==> config.mk <==
export PLATFORM = sky130hd
export DESIGN_NAME = seg7_scan_capture
export DESIGN_NICKNAME = d
export VERILOG_FILES = /design/src/rtl/seg7_pkg.sv /design/src/rtl/seg7_glyph_decode.sv /design/src/rtl/seg7_scan_capture.sv
export SDC_FILE = /design/constraint.sdc
export NUM_CORES = 1
export LEC_CHECK = 0
export ABC_AREA = 1
export CAP_MARGIN = 20
export CORE_UTILIZATION = 30
export DETAILED_ROUTE_END_ITERATION = 10
export PLACE_DENSITY = 0.53
export SLEW_MARGIN = 20
export SYNTH_ARGS = -nofsm -noshare
export SYNTH_HDL_FRONTEND = slang
export SYNTH_SLANG_ARGS = --single-unit
==> constraint.sdc <==
create_clock -name CLK100MHZ -period 4.24 [get_ports CLK100MHZ]
set_input_delay 0.848 -clock CLK100MHZ [delete_from_list [all_inputs] [get_ports CLK100MHZ]]
set_output_delay 0.848 -clock CLK100MHZ [all_outputs]
set_load 0.05 [all_outputs]
==> src/rtl/seg7_pkg.sv <==
// seg7_pkg: shared definitions for the seven-segment scan capture block.
//   SEG7_DIGITS      number of multiplexed digits on the bus
//   SEG7_GLYPH_0..F  active-low segment patterns ([6:0] = g..a) for hex 0..F
//   cap_state_t      capture FSM states
//   seg7_decode()    glyph -> {ok, nibble}; illegal glyphs give 5'b0_0000
package seg7_pkg;

  localparam int SEG7_DIGITS = 8;

  localparam logic [6:0] SEG7_GLYPH_0 = 7'h40;
  localparam logic [6:0] SEG7_GLYPH_1 = 7'h79;
  localparam logic [6:0] SEG7_GLYPH_2 = 7'h24;
  localparam logic [6:0] SEG7_GLYPH_3 = 7'h30;
  localparam logic [6:0] SEG7_GLYPH_4 = 7'h19;
  localparam logic [6:0] SEG7_GLYPH_5 = 7'h12;
  localparam logic [6:0] SEG7_GLYPH_6 = 7'h02;
  localparam logic [6:0] SEG7_GLYPH_7 = 7'h78;
  localparam logic [6:0] SEG7_GLYPH_8 = 7'h00;
  localparam logic [6:0] SEG7_GLYPH_9 = 7'h10;
  localparam logic [6:0] SEG7_GLYPH_A = 7'h08;
  localparam logic [6:0] SEG7_GLYPH_B = 7'h03;
  localparam logic [6:0] SEG7_GLYPH_C = 7'h46;
  localparam logic [6:0] SEG7_GLYPH_D = 7'h21;
  localparam logic [6:0] SEG7_GLYPH_E = 7'h06;
  localparam logic [6:0] SEG7_GLYPH_F = 7'h0E;

  typedef enum logic [1:0] {
    IDLE   = 2'd0,
    SETTLE = 2'd1,
    HOLD   = 2'd2
  } cap_state_t;

  function automatic logic [4:0] seg7_decode(input logic [6:0] seg);
    logic [4:0] r;
    case (seg)
      SEG7_GLYPH_0: r = {1'b1, 4'h0};
      SEG7_GLYPH_1: r = {1'b1, 4'h1};
      SEG7_GLYPH_2: r = {1'b1, 4'h2};
      SEG7_GLYPH_3: r = {1'b1, 4'h3};
      SEG7_GLYPH_4: r = {1'b1, 4'h4};
      SEG7_GLYPH_5: r = {1'b1, 4'h5};
      SEG7_GLYPH_6: r = {1'b1, 4'h6};
      SEG7_GLYPH_7: r = {1'b1, 4'h7};
      SEG7_GLYPH_8: r = {1'b1, 4'h8};
      SEG7_GLYPH_9: r = {1'b1, 4'h9};
      SEG7_GLYPH_A: r = {1'b1, 4'hA};
      SEG7_GLYPH_B: r = {1'b1, 4'hB};
      SEG7_GLYPH_C: r = {1'b1, 4'hC};
      SEG7_GLYPH_D: r = {1'b1, 4'hD};
      SEG7_GLYPH_E: r = {1'b1, 4'hE};
      SEG7_GLYPH_F: r = {1'b1, 4'hF};
      default:      r = 5'b0_0000;
    endcase
    return r;
  endfunction

endpackage

==> src/rtl/seg7_glyph_decode.sv <==
// seg7_glyph_decode: combinational seven-segment glyph to hex nibble decoder.
//   glyph   in  7  active-low segments g..a (decimal point excluded)
//   nibble  out 4  decoded hex value, 0 when the glyph is not a hex digit
//   ok      out 1  glyph matched one of the sixteen hex patterns
module seg7_glyph_decode
  import seg7_pkg::*;
(
  input  logic [6:0] glyph,
  output logic [3:0] nibble,
  output logic       ok
);

  logic [4:0] dec;

  assign dec    = seg7_decode(glyph);
  assign ok     = dec[4];
  assign nibble = dec[3:0];

endmodule

==> src/rtl/seg7_scan_capture.sv <==
// seg7_scan_capture: passive monitor that rebuilds the 8-digit frame shown on
// a multiplexed active-low seven-segment bus.
//   CLK100MHZ      in   system clock
//   CPU_RESETN     in   async active-low reset
//   i_sel[7:0]     in   digit select, active-low (bit k low = digit k)
//   i_seg[7:0]     in   segments, active-low ([6:0] = g..a, [7] = dp)
//   o_frame_raw    out  raw segment byte of digit k at [8k+7:8k]
//   o_frame_hex    out  decoded nibble of digit k at [4k+3:4k]
//   o_hex_ok       out  bit k set when digit k held a legal hex glyph
//   o_frame_valid  out  one-cycle pulse, frame outputs updated
//   o_sel_err      out  one-cycle pulse per cycle with a multi-hot select
//   o_timeout      out  one-cycle pulse, partial frame discarded
// Build option: define SEG7_CAPTURE_DECODE_EN to build the glyph decoders;
// without it o_frame_hex and o_hex_ok are constant 0.
//
// state  | meaning
// IDLE   | select blanked (all ones) or not yet one-hot
// SETTLE | one-hot select seen, counting consecutive stable cycles
// HOLD   | digit sampled, waiting for the select to move
module seg7_scan_capture
  import seg7_pkg::*;
#(
  parameter int SETTLE_CYCLES  = 4,
  parameter int TIMEOUT_CYCLES = 65536
) (
  input  logic        CLK100MHZ,
  input  logic        CPU_RESETN,
  input  logic [7:0]  i_sel,
  input  logic [7:0]  i_seg,
  output logic [63:0] o_frame_raw,
  output logic [31:0] o_frame_hex,
  output logic [7:0]  o_hex_ok,
  output logic        o_frame_valid,
  output logic        o_sel_err,
  output logic        o_timeout
);

  localparam logic [8:0]  SETTLE_LEN  = 9'(SETTLE_CYCLES);
  localparam logic [31:0] TIMEOUT_LEN = 32'(TIMEOUT_CYCLES);

  logic [7:0]  sel_q, seg_q;
  cap_state_t  state;
  logic [7:0]  cur_sel;
  logic [7:0]  settle_cnt;
  logic [7:0]  mask;
  logic [63:0] shadow;
  logic [31:0] idle_cnt;

  logic [7:0]  sel_act;
  logic        multi_hot, one_hot, advance, sample, frame_done;
  logic [8:0]  run_len;
  logic [31:0] dec_hex;
  logic [7:0]  dec_ok;

  // advance: the select is one-hot and not simply parked on the digit
  // already sampled, so the stable-run count moves (or restarts at 1).
  always_comb begin
    sel_act    = ~sel_q;
    multi_hot  = (sel_act & (sel_act - 8'd1)) != 8'd0;
    one_hot    = (sel_act != 8'd0) && !multi_hot;
    advance    = one_hot && !(state == HOLD && sel_q == cur_sel);
    run_len    = (state == SETTLE && sel_q == cur_sel) ?
                 {1'b0, settle_cnt} + 9'd1 : 9'd1;
    sample     = advance && (run_len >= SETTLE_LEN);
    frame_done = (mask == 8'hFF);
  end

`ifdef SEG7_CAPTURE_DECODE_EN
  for (genvar k = 0; k < SEG7_DIGITS; k++) begin : g_dec
    seg7_glyph_decode u_dec (
      .glyph  (shadow[8*k +: 7]),
      .nibble (dec_hex[4*k +: 4]),
      .ok     (dec_ok[k])
    );
  end
`else
  assign dec_hex = '0;
  assign dec_ok  = '0;
`endif

  always_ff @(posedge CLK100MHZ or negedge CPU_RESETN) begin
    if (!CPU_RESETN) begin
      sel_q         <= 8'hFF;
      seg_q         <= 8'h00;
      state         <= IDLE;
      cur_sel       <= 8'hFF;
      settle_cnt    <= 8'd0;
      mask          <= 8'd0;
      shadow        <= 64'd0;
      idle_cnt      <= 32'd0;
      o_frame_raw   <= 64'd0;
      o_frame_hex   <= 32'd0;
      o_hex_ok      <= 8'd0;
      o_frame_valid <= 1'b0;
      o_sel_err     <= 1'b0;
      o_timeout     <= 1'b0;
    end else begin
      sel_q         <= i_sel;
      seg_q         <= i_seg;
      o_frame_valid <= 1'b0;
      o_sel_err     <= 1'b0;
      o_timeout     <= 1'b0;

      if (multi_hot) begin
        state      <= IDLE;
        cur_sel    <= 8'hFF;
        settle_cnt <= 8'd0;
        o_sel_err  <= 1'b1;
      end else if (!one_hot) begin
        state      <= IDLE;
        cur_sel    <= 8'hFF;
        settle_cnt <= 8'd0;
      end else if (advance) begin
        cur_sel    <= sel_q;
        settle_cnt <= run_len[7:0];
        state      <= sample ? HOLD : SETTLE;
      end

      // Publish reads the shadow before any same-edge sample overwrites it.
      if (frame_done) begin
        o_frame_raw   <= shadow;
        o_frame_hex   <= dec_hex;
        o_hex_ok      <= dec_ok;
        o_frame_valid <= 1'b1;
      end

      if (multi_hot) begin
        mask     <= 8'd0;
        shadow   <= 64'd0;
        idle_cnt <= 32'd0;
      end else if (sample) begin
        mask     <= (frame_done ? 8'd0 : mask) | sel_act;
        idle_cnt <= 32'd0;
        for (int k = 0; k < SEG7_DIGITS; k++) begin
          if (sel_act[k]) shadow[8*k +: 8] <= seg_q;
        end
      end else if (frame_done) begin
        mask     <= 8'd0;
        idle_cnt <= 32'd0;
      end else if (mask != 8'd0) begin
        if (idle_cnt + 32'd1 >= TIMEOUT_LEN) begin
          mask      <= 8'd0;
          idle_cnt  <= 32'd0;
          o_timeout <= 1'b1;
        end else begin
          idle_cnt <= idle_cnt + 32'd1;
        end
      end else begin
        idle_cnt <= 32'd0;
      end
    end
  end

endmodule

==> results.sh <==
export IMPL_fin_hold_ws_ns=0.358
export IMPL_grt_overflow=0
export IMPL_setup_viol=0
export IMPL_cp_required_ns=3.39
export IMPL_initial_utilization_pct=30.8
export IMPL_critPathBufInv=1
export IMPL_drt_total_wl_um=21800
export IMPL_cts_tree="done"
export IMPL_die_x_um=177
export IMPL_crit_chain="clkdlybuf4s50_1"
export IMPL_dp_hpwl_um=14500
export IMPL_worst_pin_slew_ns=0.740
export IMPL_hp_class="input port to async pin"
export IMPL_clock_latency_ns=0.53
export IMPL_grt_max_degree=88
export IMPL_rows=63
export IMPL_dp_cells=1560
export IMPL_synth_area_sq_mm=0.00921
export IMPL_rsz0062_at_grt="no"
export IMPL_synthArstFlopShare_pct=100
export IMPL_yosys_warnings=0
export IMPL_place_congestion=0.847
export IMPL_p_int_w=0.00315
export IMPL_cts_sinks=205
export IMPL_diodes=0
export IMPL_die_h_um=177
export IMPL_run_status="complete, no violations"
export IMPL_pwr_share_seq_pct=48.4
export IMPL_synthTopCellsByCount="nand2_1, dfrtp_1, nor2_1"
export IMPL_die_area_sq_mm=0.0314
export IMPL_ys_flop_type="dfrtp_1"
export IMPL_final_net_count=1215
export IMPL_hold_buffers=0
export IMPL_ys_types=39
export IMPL_wl_per_cell_um=13.6
export IMPL_setup_tns_ns=0
export IMPL_io_pins=125
export IMPL_grt_pass1_wl_um=36400
export IMPL_power_density_mw_per_mm2=374
export IMPL_period_needed_ns=2.63
export IMPL_core_area_sq_mm=0.0300
export IMPL_area_sequential_sq_mm=0.00515
export IMPL_grtUsageTotal_pct=14.4
export IMPL_yosysTopAreaCellShare_pct=51.3
export IMPL_clockRootBuffer="clkbuf_16"
export IMPL_grt_pass1_vias=6810
export IMPL_switching_share_pct=24.1
export IMPL_hold_viol=0
export IMPL_multi_input_area_sq_mm=0.00350
export IMPL_post_route_drc_count=0
export IMPL_synth_edf_count=0
export IMPL_drtIter0Drc=398
export IMPL_yosysTopAreaCell="dfrtp_1"
export IMPL_path_class="flip-flop to primary output"
export IMPL_cts_buffers=23
export IMPL_ys_ff_latch=205
export IMPL_relSlewSlack_pct=50.7
export IMPL_fillers=3068
export IMPL_ant_nets=0
export IMPL_power_frac_comb_pct=4.9
export IMPL_crit_family="buffers and inverters"
export IMPL_cap_violations=0
export IMPL_synth_area_leaders="dfrtp_1, nand2_1, dfstp_2"
export IMPL_post_cts_buffers=0
export IMPL_cts_resized=0
export IMPL_synthCells=1094
export IMPL_pre_cts_slack_ns=1.80
export IMPL_cts_max_level=1
export IMPL_fmax_mhz=381
export IMPL_path_clk_slew_ns=0.06
export IMPL_antenna_found_initial=0
export IMPL_finalMaxSlewViolations=0
export IMPL_area_growth_synth_to_final_pct=20.4
export IMPL_p_switching_w=0.000998
export IMPL_skew_ns=0.0207
export IMPL_arrival_ns=1.78
export IMPL_clockBufferDepth=3
export IMPL_layout_setup_ws_ns=1.61
export IMPL_vias=6956
export IMPL_max_stage_delay_ns=0.83
export IMPL_vias_per_cell=4.34
export IMPL_start_kind="flip-flop"
export IMPL_firstDrtPassIters=5
export IMPL_synth_area_per_cell_sq_um=8.42
export IMPL_cpMaxStageDelayCell="clkdlybuf4s50_1"
export IMPL_ys_seq_area_share_pct=55.9
export IMPL_pwr_share_clk_pct=46.8
export IMPL_drive_gt1_share_pct=7.43
export IMPL_synth_most_common_cell="nand2_1"
export IMPL_io_buffer_count=84
export IMPL_critical_path_max_fanout=2
export IMPL_power_leakage_nw=5.46
export IMPL_stdcell_count=1602
export IMPL_period_share_pct=61.9
export IMPL_crit_path_end_kind="primary output"
export IMPL_ir_drop_mv=0.229
==> final cells by class <==
cell class	instances	area share (%)
sequential	205	46.4
multi-input combinational	792	31.5
tap	390	4.40
clock buffer	35	6.23
inverter	85	2.94
clock inverter	7	0.474
timing repair buffer	88	8.00
==> path summary, 6_finish.rpt <==
path	end	cells after the start	slack (ns)	start
min in group CLK100MHZ	o_frame_raw[1]$_DFFE_PN0P_	2	0.46	shadow[1]$_DFFE_PN0P_
min reg2reg	o_frame_raw[1]$_DFFE_PN0P_	2	0.46	shadow[1]$_DFFE_PN0P_
max in group asynchronous	sel_q[0]$_DFF_PN1_	2	2.80	CPU_RESETN
min	idle_cnt[5]$_DFF_PN0_	1	0.36	CPU_RESETN
max reg2reg	idle_cnt[0]$_DFF_PN0_	13	1.80	idle_cnt[0]$_DFF_PN0_
max	o_frame_raw[53]	1	1.61	o_frame_raw[53]$_DFFE_PN0P_
==> registers in the layout, summed over array words and instances, names as in the netlist <==
register	cells
seg_q	8
mask	8
idle_cnt	32
sel_q	8
o_frame_valid	1
cur_sel	8
state	2
o_sel_err	1
o_frame_raw	64
shadow	64
settle_cnt	8
o_timeout	1
==> kinds of logic (layout without fill, tap and decap cells) <==
| group | count (synthesis) | in the layout | share of synthesized area (%) |
|---|---|---|---|
| compound gates | 96 | 96 | 5.62 |
| other cells | 1 | 56 | 0.0407 |
| simple gates | 620 | 620 | 28.0 |
| buf+inv | 152 | 215 | 8.42 |
| fa+ha+maj | 2 | 2 | 0.272 |
| flops | 205 | 205 | 55.9 |
| xor+xnor | 18 | 18 | 1.71 |
==> power by group through the flow <==
stage / combinational (W) / sequential [W] / clock [W]
floorplan: 0.000164 / 0.00203 / 0
global placement: 0.000205 / 0.00204 / 0
detailed placement: 0.000206 / 0.00204 / 0
CTS: 0.000206 / 0.00201 / 0.00201
global route: 0.000226 / 0.00201 / 0.00209
finish: 0.000202 / 0.00201 / 0.00194
==> cell usage in the layout (no fill, tap or decap), types with 6 or more instances in the layout <==
cell             synthesis  layout
dfstp_2                 16      16
o21ai_0                 15      15
nand4_1                  7       7
clkbuf_8                 0       8
nor2_1                  79      79
xnor2_1                  6       6
clkdlybuf4s50_1          0      83
xor2_1                  12      12
nor2_2                   8       8
dfrtp_1                189     189
nand2_1                455     454
inv_1                   77      76
nand2_4                  9       9
nand3_1                 43      43
clkbuf_16                0      23
o21ai_1                 64      64
conb_1                   1      56
==> through the flow <==
| stage | utilization (%) | power [W] | cell area [sq um] |
|---|---|---|---|
| after floorplan | - | 0.00220 | 9420 |
| after detailed placement | 34.5 | 0.00225 | 10300 |
| final | 37.0 | 0.00415 | 11100 |
| after global routing | 37.0 | 0.00432 | 11100 |
| after CTS | 37.0 | 0.00422 | 11100 |
| after global placement | 34.5 | 0.00225 | 10300 |
==> routing by layer <==
layer | track usage [%] | up-vias | part of all wire [%]
met1 | 20.8 | 3247 | 49
li1 | - | 3521 | -
met2 | 22.5 | 158 | 45
met4 | 3.10 | 0 | 1.8
met5 | 0 | - | 0
met3 | 2.58 | 30 | 4.4
Power figures use the tool's default switching activity.
